===== config.mk =====
export PLATFORM = sky130hd
export DESIGN_NAME = bin2pos_acc
export DESIGN_NICKNAME = d
export VERILOG_FILES = /design/src/rtl/bin2pos_acc_pkg.sv /design/src/rtl/bin2pos.sv /design/src/rtl/bin2pos_acc.sv
export SDC_FILE = /design/constraint.sdc
export NUM_CORES = 1
export LEC_CHECK = 0
export BUFFER_PORTS_ARGS = -buffer_cell sky130_fd_sc_hd__buf_2
export CAP_MARGIN = 5
export CORE_MARGIN = 2
export CORE_UTILIZATION = 54
export CTS_BUF_LIST = sky130_fd_sc_hd__clkbuf_8
export DETAILED_ROUTE_END_ITERATION = 10
export PLACE_DENSITY = 0.79
export SYNTH_ARGS = -nofsm -noshare
export SYNTH_HDL_FRONTEND = slang
export SYNTH_SLANG_ARGS = --single-unit

===== constraint.sdc =====
create_clock -name clk -period 3.2 [get_ports clk]
set_input_delay 0.64 -clock clk [delete_from_list [all_inputs] [get_ports clk]]
set_output_delay 0.64 -clock clk [all_outputs]
set_load 0.1 [all_outputs]

===== src/rtl/bin2pos_acc_pkg.sv =====
// Shared types and default widths for the bin2pos_acc accumulator.
package bin2pos_acc_pkg;

  localparam int DEF_BIN_WIDTH = 4;
  localparam int DEF_POS_WIDTH = 2 ** DEF_BIN_WIDTH;

  typedef enum logic [1:0] {
    EMPTY   = 2'd0,
    PARTIAL = 2'd1,
    FULL    = 2'd2
  } state_t;

endpackage


===== src/rtl/bin2pos.sv =====
// Combinational binary-to-one-hot decoder; indices >= POS_WIDTH decode to all zeros.
module bin2pos #(
  parameter int BIN_WIDTH = 4,
  parameter int POS_WIDTH = 2 ** BIN_WIDTH
) (
  input  logic [BIN_WIDTH-1:0] s_bin,
  output logic [POS_WIDTH-1:0] onehot
);

  // NOTE: every variable written in always_comb gets a default first, so no path can infer a latch.
  always_comb begin
    onehot = '0;
    for (int i = 0; i < POS_WIDTH; i++) begin
      onehot[i] = (s_bin == BIN_WIDTH'(i));
    end
  end

endmodule


===== src/rtl/bin2pos_acc.sv =====
// Accumulates binary indices into a registered multi-hot mask with count, full and error flags.
// Define BIN2POS_ACC_FIRST_EN to build the registered lowest-set-bit encoder (first_bin/first_vld).
module bin2pos_acc
  import bin2pos_acc_pkg::*;
#(
  parameter int BIN_WIDTH = DEF_BIN_WIDTH,
  parameter int POS_WIDTH = 2 ** BIN_WIDTH
) (
  input  logic                           clk,
  input  logic                           rst,
  input  logic                           s_valid,
  output logic                           s_ready,
  input  logic [BIN_WIDTH-1:0]           s_bin,
  input  logic                           clr,
  output logic [POS_WIDTH-1:0]           pos,
  output logic [$clog2(POS_WIDTH+1)-1:0] cnt,
  output logic                           full,
  output logic                           err_dup,
  output logic                           err_range,
  output logic                           err_sticky,
  output logic [BIN_WIDTH-1:0]           first_bin,
  output logic                           first_vld
);

  localparam int CW = $clog2(POS_WIDTH + 1);

  state_t                 state, state_nxt;
  logic [POS_WIDTH-1:0]   set_mask, base_pos, pos_nxt;
  logic [CW-1:0]          base_cnt, cnt_nxt;
  logic                   accept, in_range, dup, set, range_err, sticky_nxt;

  bin2pos #(
    .BIN_WIDTH (BIN_WIDTH),
    .POS_WIDTH (POS_WIDTH)
  ) u_bin2pos (
    .s_bin  (s_bin),
    .onehot (set_mask)
  );

  // A clear frees the whole mask this cycle, so a FULL accumulator can take the index that rides with it.
  assign s_ready  = (state != FULL) || clr;
  assign accept   = s_valid && s_ready;
  assign in_range = |set_mask;
  assign full     = (state == FULL);

  always_comb begin
    base_pos   = clr ? '0 : pos;
    base_cnt   = clr ? '0 : cnt;
    dup        = accept && in_range && |(set_mask & base_pos);
    range_err  = accept && !in_range;
    set        = accept && in_range && !dup;
    pos_nxt    = base_pos | (set ? set_mask : '0);
    cnt_nxt    = base_cnt + {{(CW-1){1'b0}}, set};
    sticky_nxt = (clr ? 1'b0 : err_sticky) | dup | range_err;

    state_nxt = state;
    if (clr) state_nxt = EMPTY;
    if (set) state_nxt = (cnt_nxt == CW'(POS_WIDTH)) ? FULL : PARTIAL;
  end

  // NOTE: sequential state uses non-blocking assignments so every register samples pre-edge values.
  always_ff @(posedge clk or posedge rst) begin
    if (rst) begin
      state      <= EMPTY;
      pos        <= '0;
      cnt        <= '0;
      err_dup    <= 1'b0;
      err_range  <= 1'b0;
      err_sticky <= 1'b0;
    end else begin
      state      <= state_nxt;
      pos        <= pos_nxt;
      cnt        <= cnt_nxt;
      err_dup    <= dup;
      err_range  <= range_err;
      err_sticky <= sticky_nxt;
    end
  end

`ifdef BIN2POS_ACC_FIRST_EN
  logic [BIN_WIDTH-1:0] first_nxt;

  // Encoded from pos_nxt so the registered result lines up with the registered mask.
  always_comb begin
    first_nxt = '0;
    for (int i = POS_WIDTH - 1; i >= 0; i--) begin
      if (pos_nxt[i]) first_nxt = BIN_WIDTH'(i);
    end
  end

  always_ff @(posedge clk or posedge rst) begin
    if (rst) begin
      first_bin <= '0;
      first_vld <= 1'b0;
    end else begin
      first_bin <= first_nxt;
      first_vld <= |pos_nxt;
    end
  end
`else
  assign first_bin = '0;
  assign first_vld = 1'b0;
`endif

endmodule


; ---- Yosys cells after proc, flatten, opt, wreduce, memory -nomap -nowiden
; Index checks and enable logic that the tools add are counted.
[op_classes]
bitwise_logic = 4
shifts = 0
order_cmp = 0
n_eq_ne = 18
n_mux = 7
n_div = 0
n_addsub = 1
mul = 0
n_reduce_logical = 12
[ops]
columns = operator, n
row1 = $eq A4 B4 Y1 const B, 8
row2 = $mux W16, 2
row3 = $reduce_or A16 Y1, 2
row4 = $and A16 B16 Y16, 1
row5 = $eq A4 B3 Y1 const B, 4
row6 = $or A16 B16 Y16, 1
row7 = $eq A4 B2 Y1 const B, 2
row8 = $mux W2, 3
row9 = $add A5 B1 Y5, 1
row10 = $eq A5 B5 Y1 const B, 1
row11 = $logic_and A1 B1 Y1, 5
row12 = $mux W5, 1
row13 = $eq A4 B1 Y1 const B, 1
row14 = $logic_not A4 Y1, 1
row15 = $eq A2 B2 Y1 const B, 1
row16 = $logic_not A1 Y1, 2
row17 = $ne A2 B2 Y1 const B, 1
row18 = $or A1 B1 Y1, 2
row19 = $reduce_bool A2 Y1, 1
row20 = $logic_or A1 B1 Y1, 1
row21 = $mux W1, 1
[word_totals]
romBits = 0
in_bits = 8
latchBits = 0
out_inout_bits = 31
reg_bits = 26
ram_bits = 0
n_memories = 0

; ---- Longest topological paths before layout
[depth]
depth_word = 11
mapped_depth = 14
mapped_depth_nobuf = 12

; ---- Cells and area by module
; Synthesis repeated with hierarchy kept, for this count alone.
[unflattened]
hier_cells = 113
hier_area_um2 = 1388.8
[modules_own_cells]
columns = mod, instances, area_per_inst_um2, cells_each
row1 = bin2pos_acc, 1, 1162.4, 93
row2 = bin2pos, 1, 226.5, 20

; ---- Worst setup path before layout
; No wires, ideal clock.
[synth_path]
path_type = input-to-reg
start = input port clr
end = register state[0]
path_stages = 13
t_arrival_ns = 3.417
setup_slack_ns = -0.337
n_path_buf = 1
path_cell_list = clkbuf_1 -> inv_2 -> nand3_1 -> and2_1 -> nand2_2 -> nor2_1 -> ha_1 -> ha_1 -> nand3_1 -> xor2_1 -> nor2_1 -> nand3b_1 -> a31o_1
[synth_between]
elab_chain_len = 10
[synth_rtl]
columns = item, line_no
row1 = start: declaration, bin2pos_acc.sv:14  ; input logic clr,
row2 = $logic_or A1 B1 Y1 *, bin2pos_acc.sv:41  ; assign s_ready = (state != FULL) || clr;
row3 = net s_ready, bin2pos_acc.sv:12  ; output logic s_ready,
row4 = $logic_and A1 B1 Y1 *, bin2pos_acc.sv:42  ; assign accept = s_valid && s_ready;
row5 = $logic_and A1 B1 Y1 *, "bin2pos_acc.sv:49, bin2pos_acc.sv:51"
row6 = $logic_and A1 B1 Y1, bin2pos_acc.sv:49  ; dup = accept && in_range && |(set_mask & base_pos);
row7 = $logic_not A1 Y1, bin2pos_acc.sv:51  ; set = accept && in_range && !dup;
row8 = $logic_and A1 B1 Y1 *, bin2pos_acc.sv:51
row9 = $add A5 B1 Y5 *, bin2pos_acc.sv:53  ; cnt_nxt = base_cnt + {{(CW-1){1'b0}}, set};
row10 = net cnt_nxt[4], bin2pos_acc.sv:29  ; logic [CW-1:0] base_cnt, cnt_nxt;
row11 = $eq A5 B5 Y1 *, bin2pos_acc.sv:58  ; if (set) state_nxt = (cnt_nxt == CW'(POS_WIDTH)) ? FULL : PARTIAL;
row12 = $mux W2 * (2 in series), bin2pos_acc.sv:58
row13 = end signal: assignment, bin2pos_acc.sv:71  ; state <= state_nxt;
row14 = end: declaration, bin2pos_acc.sv:27  ; state_t state, state_nxt;
; Mark *: on every way through the listed nets, which the timed path passes. The rest lies on a longest branch.
; A chain may end at the register's enable or synchronous reset.

; ---- Worst setup path after layout
[layout_path]
start = input port s_bin[3]
end = register state[0]
[layout_between]
elab_chain_len = 10
[layout_rtl]
columns = item, line_no
row1 = start: declaration, bin2pos_acc.sv:13  ; input logic [BIN_WIDTH-1:0] s_bin,
row2 = $eq A4 B1 Y1 (tied with other cells), bin2pos.sv:14  ; onehot[i] = (s_bin == BIN_WIDTH'(i));
row3 = $and A16 B16 Y16 / $reduce_or A16 Y1 (equally long branches), "bin2pos_acc.sv:49, bin2pos_acc.sv:43"
row4 = $reduce_or A16 Y1 / $logic_and A1 B1 Y1 (equally long branches), "bin2pos_acc.sv:49, bin2pos_acc.sv:51"
row5 = $logic_and A1 B1 Y1, bin2pos_acc.sv:49
row6 = $logic_not A1 Y1, bin2pos_acc.sv:51
row7 = $logic_and A1 B1 Y1 *, bin2pos_acc.sv:51
row8 = $add A5 B1 Y5 *, bin2pos_acc.sv:53
row9 = net cnt_nxt[4], bin2pos_acc.sv:29
row10 = $eq A5 B5 Y1 *, bin2pos_acc.sv:58
row11 = $mux W2 * (2 in series), bin2pos_acc.sv:58
; Marked as above.

==> impl_results.md <==
* Simple-gate portion of the synthesized area at 20.5%
* Die height at 55.5 um
* Reg2reg end: state[0]
* Bufs on Longest Clock Path at 2
* Antenna violations before repair at 0
* Via count at 1202
* Crit-path max FO at 9
* Final Critical Period at 2980 ps
* Remaining Overflow, GRT at 0
* Area of the core at 2500 um^2
* DP Cell Count at 201
* Pwr Density at 496 nW/um^2
* Routed wl met2 at 1.62 mm
* FF/Latch Area at 651 um^2
* Crit Path Category: input pin to flip-flop
* Detailed Place HPWL at 2.44 mm
* Type of origin of the critical path: input pin
* CTS tree: built
* Largest net degree at the start of global routing at 27
* CTS sink cnt at 26
* CP most frequent cell: nor2_1
* Area Overhead vs Synth at 19.6%
* Met3 WL at 146 um
* Initial Util at 57.3%
* CP max stage delay at 510 ps
* Worst skew pair latency at 270 ps
* Synth unique cells at 42
* # hold bufs at CTS at 0
* Die X-Extent at 55.5 um
* Layout cell share with drive strength beyond 1 at 31.1%
* Overall Global Routing Usage at 23.0%
* DRT Pass-1 Iters at 4
* Crit-path leading delay family: simple AND/OR/NAND/NOR gates
* Seq/Total Area, Yosys at 45.5%
* Die area at 3080 um^2
* Worst Path Buf+Inv at 1
* Crit-path slowest cell: mux4_2
* Initial DRC count at 37
* ANT cells at 0
* HP Class: flip-flop to flip-flop
* Worst EP arrival at 3150 ps
* Worst Skew at 1.07 ps
* Post-Layout Cell Count at 207
* R2R Setup Slk at 320 ps
* Footprint of the multi-input gates at 693 um^2
* Fin. Hold Viols at 0
* CP cell instances: buf_2, and2_0, mux4_2, a211oi_2, nor2_1, nor2_1, ha_1, ha_1, nand3_1, xor2_1, nor2_1, nand3b_1, a31o_1
* DR vias/cell at 5.81
* Cells after Synth at 141
* Inserted Clock Buffers at 3
* MaxCap Viol Count at 0
* IO Pins at 39
* RePlAce Congestion at 0.925
* Final setup viols at 0
* Mean routed wirelength per cell at 15.9 um
* Post-Synth Adder-Cell Area at 1.75%
* Std cell rows at 18
* Worst-path clk slew at 90 ps
* Synth warn at 0
* Filler cells at 188
* Post-synthesis cell area at 1430 um^2
* WL met1 at 1.47 mm
* Ys flop type: dfrtp_1
* Pwr Total at 0.850 mW
* CP required at 3370 ps
* First-pass GRT wire length at 5.68 mm
* Worst slew pin tran at 975 ps
* Crit end category: flip-flop
* Mean area per synthesized cell at 10.2 um^2
* Nets at 188
* Post-route ant nets at 0
* Largest family of logic cells by synthesized area: simple AND/OR/NAND/NOR gates
* Most frequent cells in the layout: buf_2, dfrtp_1, nor2_1
* Slew Limit Headroom at 34.9%
* # DRC at 0
* XOR/XNOR share of the synthesized area at 1.84%
* IO buf count at 33
* Period utilization at 93.2%
* Post-synthesis mux area share at 3.67%
* Status: finished, final reports clean
* CP endpoint: state[0]
* Leakage at 0.845 nW
* Final WL at 3.29 mm
* VDD IR max at 0.403 mV
* Fmax at 335 MHz
* Compound-gate portion of the synthesized area at 17.8%
* CP startpoint: s_bin[3]
* Vias in the first global route at 1224
* Final Max Slew Viols at 0
* Reg2Reg Depth at 12
* Highest metal used: met4
* Crit path depth at 13
* RSZ-0062 raised after global routing: no
* Root buf cell: clkbuf_8
* Number of synthesized flops with an enable pin at 0
* Worst reg2reg path startpoint: pos[15]
* Most common cell after layout, fill and taps aside: buf_2
* H-tree depth at 1
* Asr flop ratio synth at 100%
* #FFs+latches synth at 26
how the worst min path moves through the flow:
stage          startpoint    endpoint  slack [ps]  cells past startpoint
5_1_grt        err_sticky  err_sticky         510                      1
3_5_place_dp   err_sticky  err_sticky         470                      1
2_1_floorplan    state[1]    state[1]         530                      2
3_3_place_gp   err_sticky  err_sticky         460                      1
6_report       err_sticky  err_sticky         490                      1
4_1_cts        err_sticky  err_sticky         490                      1
per-layer routing:
layer / GRT usage [%] / vias to the layer above
li1: - / 564
met5: 0 / -
met3: 3.75 / 8
met2: 37.6 / 42
met4: 11.1 / 0
met1: 29.7 / 588
cell families after synthesis:
group           Yosys count
xor+xnor                  3
compound gates           29
buf+inv                  23
fa+ha+maj                 2
flops                    26
simple gates             53
mux                       4
other cells               1
final cells by class:
| type | count | area share (%) |
|---|---|---|
| clock inverter | 1 | 1.75 |
| tap | 30 | 2.19 |
| clock buffer | 3 | 2.41 |
| timing repair buffer | 41 | 13.2 |
| sequential | 26 | 38.0 |
| multi-input combinational | 97 | 40.5 |
| inverter | 9 | 1.97 |
stage by stage:
step                      utilization [%]  setup slack (ps)  TNS, ps  hold WS (ps)  cell area, um^2
final                                68.5               216        0           493             1710
after global routing                 68.5              28.2        0           508             1710
after CTS                            67.4               155        0           491             1680
after detailed placement             64.5              -133     -198           468             1610
after global placement               64.5              81.6        0           461             1610
after floorplan                         -              13.5        0           529             1460
power by group:
part	switching (mW)	internal [mW]
Clock	0.105	0.167
Combinational	0.183	0.0416
Sequential	0.0102	0.343
Total	0.298	0.552
what timing repair did:
| action | in CTS | in global routing |
|---|---|---|
| buffers inserted | 0 | 2 |
| endpoints found under the setup margin | 0 | 1 |
| gates resized for setup | 0 | 2 |
| endpoints found under the hold margin | 0 | 0 |
worst register-to-register path: cells and delay by family (launching register included):
kind	cells	cell delay [ps]
AO/OA/AOI/OAI	2	530
XOR/XNOR	1	150
adder cells (fa/ha/maj)	2	400
flip-flops	1	410
multiplexers	1	510
AND/OR/NAND/NOR	6	770
synth_stat cells, types with 2 or more instances:
master	instances	share of area, %
a22o_1	6	3.7
xor2_1	2	1.2
nand2_1	8	2.1
dfrtp_1	26	45
o22ai_1	2	0.87
or4b_1	4	2.8
ha_1	2	1.7
clkbuf_1	4	1.0
nor2_1	12	3.1
buf_6	2	1.6
nand3_1	4	1.4
mux2i_1	3	2.1
a211oi_1	2	1.0
nand2b_1	6	2.6
inv_1	8	2.1
o32ai_1	7	4.3
buf_4	5	2.6
and2_1	3	1.3
nor3_1	2	0.70
nor2b_1	6	2.6
nand3b_1	4	2.1
buf_2	3	1.0
state kept, by name, indices dropped and copies added, names as in the netlist:
signal,cells
cnt,5
err_dup,1
err_range,1
err_sticky,1
pos,16
state,2
(Power assumes the default switching activity.)
